File: src/rtl/instr_fetch_unit_pkg.sv
// rtl/instr_fetch_unit_pkg.sv - shared types and constants for the instruction fetch front end
// Contents:
//   INSTR_BYTES       bytes per instruction word (PC step)
//   DEFAULT_RESET_PC  default PC loaded on reset
//   fetch_entry_t     prefetch FIFO entry {pc, instr}
//   align_pc()        clears the byte-offset bits of a fetch address
package rv_fetch_pkg;

  localparam int          INSTR_BYTES      = 4;
  localparam logic [31:0] DEFAULT_RESET_PC = 32'h0000_0000;

  typedef struct packed {
    logic [31:0] pc;
    logic [31:0] instr;
  } fetch_entry_t;

  function automatic logic [31:0] align_pc(input logic [31:0] addr);
    return addr & ~32'(INSTR_BYTES - 1);
  endfunction

endpackage

File: src/rtl/instr_fetch_unit_if.sv
// rtl/instr_fetch_unit_if.sv - ROM read bus, redirect and decode handshake bundle
// Signals:
//   bus_rd_req/bus_rd_gnt/bus_rd_addr/bus_rd_data  instruction ROM read port
//   redirect_valid/redirect_pc                     restart request from execute
//   inst_valid/inst_ready/inst/inst_pc             instruction stream to decode
// Modports:
//   master  fetch unit side
//   slave   environment side (ROM, execute, decode)
interface instr_fetch_unit_if;

  logic        bus_rd_req;
  logic        bus_rd_gnt;
  logic [31:0] bus_rd_addr;
  logic [31:0] bus_rd_data;
  logic        redirect_valid;
  logic [31:0] redirect_pc;
  logic        inst_valid;
  logic        inst_ready;
  logic [31:0] inst;
  logic [31:0] inst_pc;

  modport master (
    output bus_rd_req, bus_rd_addr, inst_valid, inst, inst_pc,
    input  bus_rd_gnt, bus_rd_data, redirect_valid, redirect_pc, inst_ready
  );

  modport slave (
    input  bus_rd_req, bus_rd_addr, inst_valid, inst, inst_pc,
    output bus_rd_gnt, bus_rd_data, redirect_valid, redirect_pc, inst_ready
  );

endinterface

File: src/rtl/instr_fetch_unit_fifo.sv
// rtl/instr_fetch_unit_fifo.sv - prefetch FIFO of fetch_entry_t
// Ports:
//   clk, rst    clock, asynchronous active-high reset
//   push        write push_data at the tail
//   push_data   entry to write
//   pop         advance the head (ignored when empty)
//   flush       empty the FIFO; wins over push in the same cycle
//   head        entry at the head (undefined when empty)
//   empty       no entries held
//   count       number of entries held (0..DEPTH)
module fetch_fifo
  import rv_fetch_pkg::*;
#(
  parameter  int DEPTH = 2,
  localparam int AW    = $clog2(DEPTH),
  localparam int CW    = AW + 1
) (
  input  logic         clk,
  input  logic         rst,
  input  logic         push,
  input  fetch_entry_t push_data,
  input  logic         pop,
  input  logic         flush,
  output fetch_entry_t head,
  output logic         empty,
  output logic [CW-1:0] count
);

  fetch_entry_t  r_mem [DEPTH];
  logic [AW-1:0] r_wr_ptr;
  logic [AW-1:0] r_rd_ptr;
  logic [CW-1:0] r_count;

  logic w_push;
  logic w_pop;

  assign w_push = push && !flush;
  assign w_pop  = pop && (r_count != '0) && !flush;

  // Storage carries no reset; the top masks the head while empty.
  always_ff @(posedge clk) begin
    if (w_push) begin
      r_mem[r_wr_ptr] <= push_data;
    end
  end

  always_ff @(posedge clk or posedge rst) begin
    if (rst) begin
      r_wr_ptr <= '0;
      r_rd_ptr <= '0;
      r_count  <= '0;
    end else if (flush) begin
      r_wr_ptr <= '0;
      r_rd_ptr <= '0;
      r_count  <= '0;
    end else begin
      if (w_push) begin
        r_wr_ptr <= r_wr_ptr + AW'(1);
      end
      if (w_pop) begin
        r_rd_ptr <= r_rd_ptr + AW'(1);
      end
      r_count <= r_count + CW'(w_push) - CW'(w_pop);
    end
  end

  assign head  = r_mem[r_rd_ptr];
  assign empty = (r_count == '0);
  assign count = r_count;

  // The request throttle in the fetch unit guarantees a free slot for every response.
  assert property (@(posedge clk) disable iff (rst) !(w_push && (r_count == CW'(DEPTH))));

endmodule

File: src/rtl/instr_fetch_unit.sv
// rtl/instr_fetch_unit.sv - instruction fetch front end feeding decode from the instruction ROM
// Ports:
//   clk   clock, rising edge
//   rst   asynchronous active-high reset
//   bus   instr_fetch_unit_if.master
//           ROM read port (bus_rd_*), redirect from execute, instruction stream to decode
// Parameters:
//   RESET_PC  PC loaded on reset (word aligned)
//   DEPTH     prefetch FIFO entries (power of two, >= 2)
module instr_fetch_unit
  import rv_fetch_pkg::*;
#(
  parameter logic [31:0] RESET_PC = DEFAULT_RESET_PC,
  parameter int          DEPTH    = 2
) (
  input  logic               clk,
  input  logic               rst,
  instr_fetch_unit_if.master bus
);

  localparam int CW = $clog2(DEPTH) + 1;
  localparam int OW = CW + 1;

  logic [31:0] r_pc;
  logic [31:0] r_req_pc;
  logic        r_inflight;

  logic [CW-1:0] w_count;
  logic          w_empty;
  fetch_entry_t  w_head;
  fetch_entry_t  w_push_data;
  logic          w_pop;
  logic          w_accept;
  logic          w_room;
  logic [OW-1:0] w_occupancy;

  assign w_pop = !w_empty && bus.inst_ready;

  // Slots committed once this cycle settles: held entries plus the response on the
  // bus, minus the head decode takes now. Counting the pop keeps 1 instr/cycle.
  assign w_occupancy = OW'(w_count) + OW'(r_inflight) - OW'(w_pop);
  assign w_room      = w_occupancy < OW'(DEPTH);

  assign bus.bus_rd_req  = !rst && !bus.redirect_valid && w_room;
  assign bus.bus_rd_addr = r_pc;
  assign w_accept        = bus.bus_rd_req && bus.bus_rd_gnt;

  always_ff @(posedge clk or posedge rst) begin
    if (rst) begin
      r_pc       <= RESET_PC;
      r_req_pc   <= RESET_PC;
      r_inflight <= 1'b0;
    end else if (bus.redirect_valid) begin
      // Any response on the bus this cycle belongs to the old stream and is dropped.
      r_pc       <= align_pc(bus.redirect_pc);
      r_inflight <= 1'b0;
    end else begin
      r_inflight <= w_accept;
      if (w_accept) begin
        r_pc     <= r_pc + 32'(INSTR_BYTES);
        r_req_pc <= r_pc;
      end
    end
  end

  assign w_push_data = '{pc: r_req_pc, instr: bus.bus_rd_data};

  fetch_fifo #(
    .DEPTH (DEPTH)
  ) u_fifo (
    .clk       (clk),
    .rst       (rst),
    .push      (r_inflight),
    .push_data (w_push_data),
    .pop       (w_pop),
    .flush     (bus.redirect_valid),
    .head      (w_head),
    .empty     (w_empty),
    .count     (w_count)
  );

  assign bus.inst_valid = !w_empty;
  assign bus.inst       = w_empty ? 32'h0 : w_head.instr;
  assign bus.inst_pc    = w_empty ? 32'h0 : w_head.pc;

endmodule
File: src/flat_wrapper.sv
// flat-port wrapper written by rule: the top's interface ports become plain ports
module instr_fetch_unit_flat import rv_fetch_pkg::*;
#(
  parameter logic [31:0] RESET_PC = DEFAULT_RESET_PC,
  parameter int          DEPTH    = 2
)
  (clk, rst, bus_bus_rd_req, bus_bus_rd_addr, bus_inst_valid, bus_inst, bus_inst_pc, bus_bus_rd_gnt, bus_bus_rd_data, bus_redirect_valid, bus_redirect_pc, bus_inst_ready);
  instr_fetch_unit_if bus_i ();
  input  logic clk;
  input  logic rst;
  output wire logic [$bits(bus_i.bus_rd_req)-1:0] bus_bus_rd_req;
  output wire logic [$bits(bus_i.bus_rd_addr)-1:0] bus_bus_rd_addr;
  output wire logic [$bits(bus_i.inst_valid)-1:0] bus_inst_valid;
  output wire logic [$bits(bus_i.inst)-1:0] bus_inst;
  output wire logic [$bits(bus_i.inst_pc)-1:0] bus_inst_pc;
  input wire logic [$bits(bus_i.bus_rd_gnt)-1:0] bus_bus_rd_gnt;
  input wire logic [$bits(bus_i.bus_rd_data)-1:0] bus_bus_rd_data;
  input wire logic [$bits(bus_i.redirect_valid)-1:0] bus_redirect_valid;
  input wire logic [$bits(bus_i.redirect_pc)-1:0] bus_redirect_pc;
  input wire logic [$bits(bus_i.inst_ready)-1:0] bus_inst_ready;
  assign bus_bus_rd_req = bus_i.bus_rd_req;
  assign bus_bus_rd_addr = bus_i.bus_rd_addr;
  assign bus_inst_valid = bus_i.inst_valid;
  assign bus_inst = bus_i.inst;
  assign bus_inst_pc = bus_i.inst_pc;
  assign bus_i.bus_rd_gnt = bus_bus_rd_gnt;
  assign bus_i.bus_rd_data = bus_bus_rd_data;
  assign bus_i.redirect_valid = bus_redirect_valid;
  assign bus_i.redirect_pc = bus_redirect_pc;
  assign bus_i.inst_ready = bus_inst_ready;
  instr_fetch_unit #(.RESET_PC(RESET_PC), .DEPTH(DEPTH)) u_core (.clk(clk), .rst(rst), .bus(bus_i));
endmodule
File: config.mk
export PLATFORM = sky130hd
export DESIGN_NAME = instr_fetch_unit_flat
export DESIGN_NICKNAME = d
export VERILOG_FILES = /design/src/rtl/instr_fetch_unit_pkg.sv /design/src/rtl/instr_fetch_unit_if.sv /design/src/rtl/instr_fetch_unit_fifo.sv /design/src/rtl/instr_fetch_unit.sv /design/src/flat_wrapper.sv
export SDC_FILE = /design/constraint.sdc
export NUM_CORES = 1
export LEC_CHECK = 0
export CORE_MARGIN = 2
export CORE_UTILIZATION = 47
export CTS_CLUSTER_SIZE = 10
export DETAILED_ROUTE_END_ITERATION = 8
export PLACE_DENSITY = 0.82
export SLEW_MARGIN = 5
export SYNTH_ARGS = -nofsm -noshare
export SYNTH_HDL_FRONTEND = slang
export SYNTH_HIERARCHICAL = 1
export SYNTH_SLANG_ARGS = --single-unit
File: constraint.sdc
create_clock -name clk -period 3.7 [get_ports clk]
set_clock_uncertainty 0.2 [all_clocks]
set_input_delay 0.74 -clock clk [delete_from_list [all_inputs] [get_ports clk]]
set_output_delay 0.74 -clock clk [all_outputs]
set_load 0.01 [all_outputs]
==> results of run 1 <==
metrics by stage:
stage | instances | TNS, ns | area (µm²) | util, % | hold slack (ns)
floorplan | 633 | -73.57 | 8320 | - | 0.242
global placement | 1009 | -0.259 | 10200 | 59.2 | 0.250
detailed placement | 1009 | -0.370 | 10200 | 59.2 | 0.256
CTS | 1042 | 0 | 10800 | 62.7 | 0.270
global route | 1042 | 0 | 10900 | 62.7 | 0.294
finish | 1042 | 0 | 10900 | 62.7 | 0.272
worst max-delay path: cells and delay by family:
kind                       cells  cell delay [ns]
xor gates and xnor gates       1             0.16
adders and majority gates      2             0.59
buffers and inverters          2             0.59
and+or+nand+nor                3             0.51
power by group through the flow:
| stage | Sequential, µW | Clock, µW | Combinational, µW |
|---|---|---|---|
| floorplan | 2610 | 0 | 207 |
| global placement | 2620 | 0 | 443 |
| detailed placement | 2630 | 0 | 455 |
| CTS | 2590 | 1820 | 459 |
| global route | 2600 | 1910 | 503 |
| finish | 2590 | 1770 | 455 |
worst max-delay path by stage:
stage | to | slack, ns | cells past startpoint
after floorplan | u_core/u_fifo/r_mem[0][0] | -0.57 | 2
after global placement | bus_bus_rd_req | -0.25 | 8
after detailed placement | bus_bus_rd_req | -0.27 | 8
after CTS | bus_bus_rd_req | 0.03 | 8
after global routing | bus_bus_rd_req | 0.11 | 8
final | bus_bus_rd_req | 0.18 | 8
cell usage after synthesis (2+ instances only):
cell type	instances
edfxtp_1	128
nand2_1	108
nor2b_1	67
dfrtp_1	65
mux2_2	65
nor2_1	19
o21ai_0	18
clkbuf_1	16
nand3_1	14
inv_1	13
nand4_1	10
o211ai_1	10
buf_2	7
o311ai_1	6
a21oi_1	5
a32oi_1	5
and3_1	5
buf_4	5
o21ai_1	5
o311ai_0	5
and2_1	4
buf_6	4
ha_1	4
a22oi_1	3
nand2b_1	3
nand3_2	3
nor4_4	3
xnor2_1	3
xor2_1	3
a221o_1	2
a31oi_1	2
layout make-up:
type                    count  area share (%)
flip-flops and latches    193            50.4
multi-input cells         392            24.4
repair buffers            185            16.6
clock buffers              25            5.06
well taps                 225            2.59
inverters                  15           0.519
clock inverters             7           0.369
placed cells by master, fill, tap and decap left out, drive strengths merged, types with 5 or more instances in the layout:
cell type	count
clkdlybuf4s50	161
edfxtp	128
nand2	110
nor2b	67
mux2	65
dfrtp	65
clkbuf	26
buf	23
o21ai	23
nor2	19
nand3	17
inv	17
nand4	11
o311ai	11
o211ai	10
conb	6
a21oi	5
a32oi	5
and3	5
clkinv	5
what timing repair did:
item,in CTS,in global routing
gates resized for setup,2,4
hold buffers,0,0
endpoints found under the setup margin,1,1
setup buffers,1,0
pin swaps,1,0
state kept, by name, summed over array words and instances (netlist names):
signal	flops
u_core/u_fifo/r_wr_ptr	1
u_core/u_fifo/count	2
u_core/r_req_pc	30
u_core/u_fifo/r_rd_ptr	1
u_core/bus.bus_rd_addr	30
u_core/u_fifo/r_mem	128
u_core/r_inflight	1
cell families after synthesis:
logic type               Yosys count  synth area share [%]
AND/OR/NAND/NOR                  242                  15.0
flip-flops                       193                  65.9
AO/OA/AOI/OAI                     67                  5.64
multiplexers                      65                  8.81
buffers and inverters             48                  2.86
XOR/XNOR                           7                 0.904
adder cells (fa/ha/maj)            5                 0.844
other                              1                0.0452
metal layers:
metal  vias up  track usage (%)  wire length, µm
li1       2609                -                -
met1      2670             24.9             7380
met2       203             31.2             8350
met3        13             5.30             1390
met4         0             5.27              149
met5         -                0                0
==> metrics, run 1 <==
status=completed; GR Util All Layers=19.0%; cell-by-cell trace of the critical path=clkdlybuf4s50_1, nor2b_2, ha_1, nand2b_1, fa_2, xnor2_2, and3_1, clkbuf_2; Tmin final=3.52 ns; clock network power share=36.8%; clk slew on worst S/H paths=0.06 ns; clock root buffer=clkbuf_16; post-layout power=4810 µW; layout overhead on the synthesized area=30.7%; Avg Inst Size Synth=13.2 µm²; worst reg2reg endpoint=u_core/bus.bus_rd_addr[4]; R2R Setup Slk=0.48 ns; die area=18700 µm²; pins over their slew limit=0; routed vias/inst=5.27; Data required, critical path=2.76 ns; crit-path max FO=2; Placer Congestion=0.834; final worst setup slack=0.175 ns; Synth Flop Type=edfxtp_1; Slew HR=47.6%; pre-CTS worst setup slack=-0.272 ns; area of the multi-input gates=2650 µm²; HP Class=flip-flop to flip-flop; Area contributors post-synth=edfxtp_1 (46%), dfrtp_1 (20%), mux2_2 (8.8%), nor2b_1 (5.0%), nand2_1 (4.9%); cells after synthesis=628; switching part of the total=22.3%; Die Ht=137 µm; Hold Path Depth=0; Routed Antenna Nets=0; DIE WIDTH=137 µm; H-tree depth=4; DP HPWL=11200 µm; FILL cells=1335; Final #Nets=878; Residual DRC=0; Pleak=0.00404 µW; CTS buffer count=17; Synth warnings=6; worst-margin pin slew=0.786 ns; IO buf count=162; CP Class=input port to output port; RSZ-0062 raised after global routing=false; worst r2r path cells=13; leading area contributor after synthesis=edfxtp_1; Post-synth EDFFs=128; layout cells sized above 1=16.6%; Worst VDD drop=325 µV; vias in the first global route=5368; register area share after synthesis=65.9%; P_int=3740 µW; Pre-antenna DRT Iters=5; #FFs+latches synth=193; Startpoint Class=input port; Final Hold Fails=0; Crit. End Element=output port; 1st-iter DRT viols=387; clock buffer depth=2; achievable frequency=0.284 GHz; Flop pwr share=53.8%; ys async rst share=33.7%; boundary pin count=167; Final period util=95.3%; clock sink count=193; initial antenna violation count=0; max-cap violations=0; beginning of the worst hold path=u_core/r_req_pc[15]; Hold Path End=u_core/u_fifo/r_mem[1][47]; FF+latch area=5470 µm²; Rows=48; Power Density=443 nW/µm²; largest net degree at the start of global routing=67; Final Setup Violations=0; Yosys top cell area share=46.3%; final WL=17300 µm; post-synth cell types=49; grt total ovfl=0; Crit-path slowest cell=clkdlybuf4s50_1; CP Data Arrival Time=2.58 ns; Post-Syn Area=8300 µm²; worst skew pair latency=0.42 ns; max incr delay on CP=0.46 ns; combinational group share of total power=9.5%; Initial Util=48.0%; Core Region=17300 µm²; routed len/inst=16.6 µm; global-route wire length before repair=27300 µm; TritonCTS clock tree=built; Psw=1070 µW; vias=5495; worst setup path startpoint=bus_inst_ready; antenna cell count=0; worst r2r src=u_core/u_fifo/count[1]
Note: power is estimated with default switching activity, not from simulation.
==> run 2, diff against run 1 <==
--- a/config.mk
+++ b/config.mk
@@ -6,10 +6,10 @@
 export NUM_CORES = 1
 export LEC_CHECK = 0
 export CORE_MARGIN = 2
-export CORE_UTILIZATION = 47
+export CORE_UTILIZATION = 50
 export CTS_CLUSTER_SIZE = 10
 export DETAILED_ROUTE_END_ITERATION = 8
-export PLACE_DENSITY = 0.82
+export PLACE_DENSITY = 0.83
 export SLEW_MARGIN = 5
 export SYNTH_ARGS = -nofsm -noshare
 export SYNTH_HDL_FRONTEND = slang
==> constraint.sdc (replaced) <==
create_clock -name clk -period 3.9 [get_ports clk]
set_clock_uncertainty 0.2 [all_clocks]
set_input_delay 0.78 -clock clk [delete_from_list [all_inputs] [get_ports clk]]
set_output_delay 0.78 -clock clk [all_outputs]
set_load 0.01 [all_outputs]
==> run 2 against run 1 <==
First-iteration DRC count is 1.8% lower. Final cell count is 0.86% lower. Register-to-register slack worse by 0.05 ns. Utilization is 3.1 points higher. Worst setup slack worse by 0.032 ns. Sequential share of layout area is 0.25 points higher. Highest routed layer unchanged.
==> metrics, run 2 (same netlist as run 1, synthesis figures left out) <==
layout cells sized above 1=16.4% (-0.29 points); most frequent cells in the layout=clkdlybuf4s50_1 (161), edfxtp_1 (128), nand2_1 (108); pins over their slew limit=0 (unchanged); Placer Congestion=0.886 (+6.2%); Final Non-Filler Cells=1033 (-0.86%); Crit. End Element=output port; Final Hold Fails=0 (unchanged); 1st-iter DRT viols=380 (-1.8%); CTS buffer count=17 (unchanged); global-route wire length before repair=28700 µm (+5.1%); max-cap violations=0 (unchanged); fin area=10800 µm² (-0.48%); clock root buffer=clkbuf_16; clk slew on worst S/H paths=0.07 ns (about the same); largest net degree at the start of global routing=66 (-1.5%); Residual DRC=0 (unchanged); Rows=47 (-2.1%); routed len/inst=17.3 µm (+4.7%); achievable frequency=0.266 GHz; Die Ht=133 µm (-3.0%); FILL cells=1140 (-15%); Slew HR=45.9% (-1.7 points); Flop pwr share=54.1% (+0.3 points); CP Data Arrival Time=2.78 ns (+0.20 ns); RSZ-0062 raised after global routing=false; Psw=1100 µW (+3.0%); DP HPWL=11900 µm (+5.8%); Post-Place Cell Area=10200 µm² (-0.23%); vias in the first global route=5688 (+6.0%); status=completed; commonest non-fill, non-tap cell in the layout=clkdlybuf4s50_1; vias=5610 (+2.1%); Pleak=0.00402 µW (-0.64%); Worst VDD drop=314 µV (-3.4%); worst-margin pin slew=0.808 ns (+0.0228 ns); P_int=3440 µW (-8.0%); clock sink count=193 (unchanged); clock buffer depth=2 (unchanged); cell-by-cell trace of the critical path=clkdlybuf4s50_1, nor2b_2, ha_1, nand2b_1, fa_1, xnor2_1, and3_1, dlygate4sd2_1; DIE WIDTH=133 µm (-3.0%); TritonCTS clock tree=built; combinational group share of total power=9.6% (about the same); Final Setup Violations=0 (unchanged); post-layout util=65.8% (+3.1 points); crit-path max FO=2 (unchanged); final WL=17900 µm (+3.8%); post-layout power=4540 µW (-5.5%); Final period util=96.3%; final worst setup slack=0.144 ns (-0.0316 ns); initial antenna violation count=0 (unchanged); H-tree depth=4 (unchanged); HP Class=flip-flop to flip-flop; switching part of the total=24.3% (+2.0 points); grt total ovfl=0 (unchanged); pre-CTS worst setup slack=-0.187 ns (+0.0848 ns); max reg flops=128 (unchanged); Crit-path slowest cell=clkdlybuf4s50_1; Core Region=16400 µm² (-5.1%); Pre-antenna DRT Iters=5 (unchanged); routed vias/inst=5.43 (+3.0%); antenna cell count=0 (unchanged); clock network power share=36.4% (-0.4 points); die area=17700 µm² (-5.8%); Startpoint Class=input port; boundary pin count=167 (unchanged); worst skew pair latency=0.42 ns (about the same); Biggest register=u_core/u_fifo/r_mem; Tmin final=3.76 ns; max incr delay on CP=0.45 ns (about the same); IO buf count=162 (unchanged); GR Util All Layers=20.7% (+1.7 points); Cells after DPL=1000 (-0.89%); Power Density=421 nW/µm² (-5.1%); Routed Antenna Nets=0 (unchanged); Initial Util=50.6% (+2.6 points); CP Class=input port to output port; Final #Nets=874 (-0.46%); Data required, critical path=2.92 ns (+0.16 ns); layout overhead on the synthesized area=30.0%
[run 2: layout make-up]
cell class	instances	area, µm²	share of cell area (%)
clock buffer	19	454	4.21
sequential	193	5470	50.7
tap	220	275	2.55
inverter	15	56.3	0.521
timing repair buffer	181	1790	16.6
multi-input combinational	392	2640	24.4
clock inverter	13	113	1.04
[run 2: path summary, 6_finish.rpt]
check / to / depth (start not counted) / slack, ns / startpoint
worst min-delay path: u_core/u_fifo/r_mem[1][41] / 0 / 0.28 / u_core/r_req_pc[9]
min in group asynchronous: u_core/u_fifo/count[0] / 2 / 0.43 / rst
worst min register to register: u_core/u_fifo/r_mem[1][41] / 0 / 0.28 / u_core/r_req_pc[9]
worst max-delay path: bus_bus_rd_req / 8 / 0.14 / bus_inst_ready
worst max register to register: u_core/bus.bus_rd_addr[14] / 14 / 0.43 / u_core/u_fifo/count[1]
max in group asynchronous: u_core/r_req_pc[7] / 3 / 2.10 / rst
[run 2: timing repair]
item	4_1_cts	5_1_grt
hold buffers	0	0
endpoints found under the hold margin	0	0
gates resized for setup	2	0
setup endpoints to repair	1	0
buffers inserted	1	0
[run 2: per-layer routing]
layer | up-vias | part of all wire (%) | track usage, %
li1 | 2587 | - | -
met1 | 2753 | 42 | 26.5
met2 | 241 | 49 | 34.9
met3 | 29 | 7.2 | 4.56
met4 | 0 | 1.8 | 7.47
met5 | - | 0 | 0
[run 2: through the flow]
stage / setup TNS [ns] / hold slack [ns]
after global placement: -0.220 / 0.247
after detailed placement: -1.27 / 0.264
final: 0 / 0.281
after CTS: 0 / 0.280
after global routing: 0 / 0.293
after floorplan: -53.09 / 0.242
[run 2: critical path: cells and delay by family]
| family | cells | cell delay, ns |
|---|---|---|
| xor+xnor | 1 | 0.18 |
| fa+ha+maj | 2 | 0.61 |
| buf+inv | 2 | 0.71 |
| simple gates | 3 | 0.50 |
[run 2: power by group through the flow]
stage / clock [µW] / sequential [µW] / combinational (µW)
final: 1650 / 2460 / 434
after global routing: 1770 / 2470 / 476
after CTS: 1690 / 2460 / 436
after detailed placement: 0 / 2500 / 430
after global placement: 0 / 2480 / 415
after floorplan: 0 / 2470 / 196
==> run 3, diff against run 2 <==
--- a/config.mk
+++ b/config.mk
@@ -6,10 +6,10 @@
 export NUM_CORES = 1
 export LEC_CHECK = 0
 export CORE_MARGIN = 2
-export CORE_UTILIZATION = 50
+export CORE_UTILIZATION = 47
 export CTS_CLUSTER_SIZE = 10
 export DETAILED_ROUTE_END_ITERATION = 8
-export PLACE_DENSITY = 0.83
+export PLACE_DENSITY = 0.82
 export SLEW_MARGIN = 5
 export SYNTH_ARGS = -nofsm -noshare
 export SYNTH_HDL_FRONTEND = slang
==> constraint.sdc (replaced) <==
create_clock -name clk -period 3.3 [get_ports clk]
set_clock_uncertainty 0.2 [all_clocks]
set_input_delay 0.66 -clock clk [delete_from_list [all_inputs] [get_ports clk]]
set_output_delay 0.66 -clock clk [all_outputs]
set_load 0.01 [all_outputs]
==> run 3 against run 2 <==
Final cell count is 1.5% higher. Register-to-register slack lost 0.26 ns. Clock power rose by 26%. Worst hold slack lost 0.011 ns. Worst setup slack lost 0.059 ns. Sequential share of layout area shrank 1.0 points. Critical path depth did not move.
==> metrics, run 3 (same netlist as run 1, synthesis figures left out) <==
Startpoint Class=flip-flop; Data required, critical path=2.44 ns (-0.48 ns); Final #Nets=884 (+1.1%); Tmin final=3.22 ns; Initial Util=48.0% (-2.6 points); Min Hold Slack=0.270 ns (-0.0109 ns); commonest non-fill, non-tap cell in the layout=clkdlybuf4s50_1; routed len/inst=16.5 µm (-4.6%); Final Non-Filler Cells=1048 (+1.5%); clock buffer depth=2 (unchanged); Biggest register=u_core/u_fifo/r_mem; FILL cells=1314 (+15%); CP Data Arrival Time=2.36 ns (-0.42 ns); cell-by-cell trace of the critical path=nor2_4, nor2b_4, ha_4, nand2b_4, fa_2, xnor2_2, and3_4, buf_6; Pre-antenna DRT Iters=6 (+1); antenna cell count=0 (unchanged); Die Ht=137 µm (+3.0%); worst skew pair latency=0.41 ns (about the same); TritonCTS clock tree=built; Cells after DPL=1015 (+1.5%); vias=5512 (-1.7%); vias in the first global route=5380 (-5.4%); most frequent cells in the layout=clkdlybuf4s50_1 (160), edfxtp_1 (128), nand2_1 (108); Final Setup Violations=0 (unchanged); initial antenna violation count=0 (unchanged); grt total ovfl=0 (unchanged); hold_buf cts=0 (unchanged); Worst Path Buf+Inv=1 (-1); achievable frequency=0.311 GHz; worst-margin pin slew=0.592 ns (-0.216 ns); CP Class=flip-flop to output port; pre-CTS worst setup slack=-0.522 ns (-0.335 ns); crit-path max FO=4 (+2); H-tree depth=4 (unchanged); status=completed; post-layout power=5510 µW (+21%); CTS buffer count=17 (unchanged); HP Class=flip-flop to flip-flop; Core Region=17300 µm² (+5.4%); IO buf count=162 (unchanged); max reg flops=128 (unchanged); routed vias/inst=5.26 (-3.2%); Power Density=500 nW/µm² (+19%); layout overhead on the synthesized area=32.7%; DP HPWL=11500 µm (-3.3%); layout cells sized above 1=18.1% (+1.7 points); Final Hold Fails=0 (unchanged); Pleak=0.00412 µW (+2.5%); Sum Neg Setup Slack=0 ns (unchanged); die area=18700 µm² (+6.2%); max incr delay on CP=0.44 ns (about the same); largest net degree at the start of global routing=66 (unchanged); Placer Congestion=0.828 (-6.6%); GR Util All Layers=18.9% (-1.8 points); DIE WIDTH=137 µm (+3.0%); global-route wire length before repair=27300 µm (-4.6%); Residual DRC=0 (unchanged); clock sink count=193 (unchanged); pins over their slew limit=0 (unchanged); critical path's top delay family=adder cells; final worst setup slack=0.0849 ns (-0.0586 ns); Final period util=97.4%; Worst VDD drop=363 µV (+16%); Routed Antenna Nets=0 (unchanged); 1st-iter DRT viols=355 (-6.6%); clk slew on worst S/H paths=0.07 ns (about the same); final WL=17300 µm (-3.2%); clock root buffer=clkbuf_16; Rows=48 (+2.1%); Slew HR=60.2% (+14 points); boundary pin count=167 (unchanged); Crit. End Element=output port; max-cap violations=0 (unchanged); Crit-path slowest cell=dfrtp_1
[run 3: cell count changes in the layout (fill, tap and decap cells not counted), sizes merged]
cell	delta
buf	+11
inv	-5
clkbuf	+3
bufinv	+2
clkdlybuf4s50	-1
dlygate4sd2	-1
dlymetal6s2s	+1
[run 3: worst reg2reg max path: cells and delay by family, from the launching register on]
family                   cells  cell delay, ns
AO/OA/AOI/OAI                2            0.37
XOR/XNOR                     1            0.21
adder cells (fa/ha/maj)      2            0.63
buffers and inverters        3            0.45
flip-flops                   1            0.44
AND/OR/NAND/NOR              5            0.68
[run 3: power breakdown]
| group | total, µW | internal (µW) | switching (µW) | leakage (µW) |
|---|---|---|---|---|
| Sequential | 2900 | 2760 | 138 | 0.00198 |
| Combinational | 526 | 279 | 247 | 0.00184 |
| Clock | 2080 | 1230 | 849 | 0.000302 |
[run 3: final cells by class]
cell class	count	area, µm²	share of cell area, %
timing repair buffer	191	1910	17.3
clock inverter	10	119	1.08
sequential	193	5470	49.7
clock buffer	22	497	4.51
inverter	15	56.3	0.511
multi-input combinational	392	2680	24.3
tap	225	282	2.56
[run 3: worst paths after layout]
path                                             start                    endpoint  slack (ns)  depth (start not counted)
min in group asynchronous                          rst      u_core/u_fifo/count[1]        0.32                          2
worst max-delay path            u_core/u_fifo/count[0]              bus_bus_rd_req        0.08                          8
worst min register to register     u_core/r_req_pc[21]  u_core/u_fifo/r_mem[0][53]        0.27                          0
worst min-delay path               u_core/r_req_pc[21]  u_core/u_fifo/r_mem[0][53]        0.27                          0
worst max register to register  u_core/u_fifo/count[0]  u_core/bus.bus_rd_addr[13]        0.17                         13
max in group asynchronous                          rst          u_core/r_req_pc[6]        1.78                          3
[run 3: metrics by stage]
stage | utilization (%) | area (µm²)
final | 63.7 | 11000
after global routing | 63.7 | 11000
after CTS | 63.5 | 11000
after detailed placement | 59.8 | 10300
after global placement | 59.8 | 10300
after floorplan | - | 8320
[run 3: timing repair]
| action | CTS | global route |
|---|---|---|
| gates resized for setup | 8 | 7 |
| pin swaps | 2 | 5 |
| setup endpoints to repair | 1 | 14 |
| buffers inserted | 1 | 0 |
[run 3: metal layers]
layer / vias up / share of wire, % / global-route usage [%]
met5: - / 0 / 0
met4: 0 / 0.86 / 5.50
met3: 12 / 7.0 / 4.59
met2: 210 / 48 / 31.1
met1: 2683 / 44 / 25.1
li1: 2607 / - / -
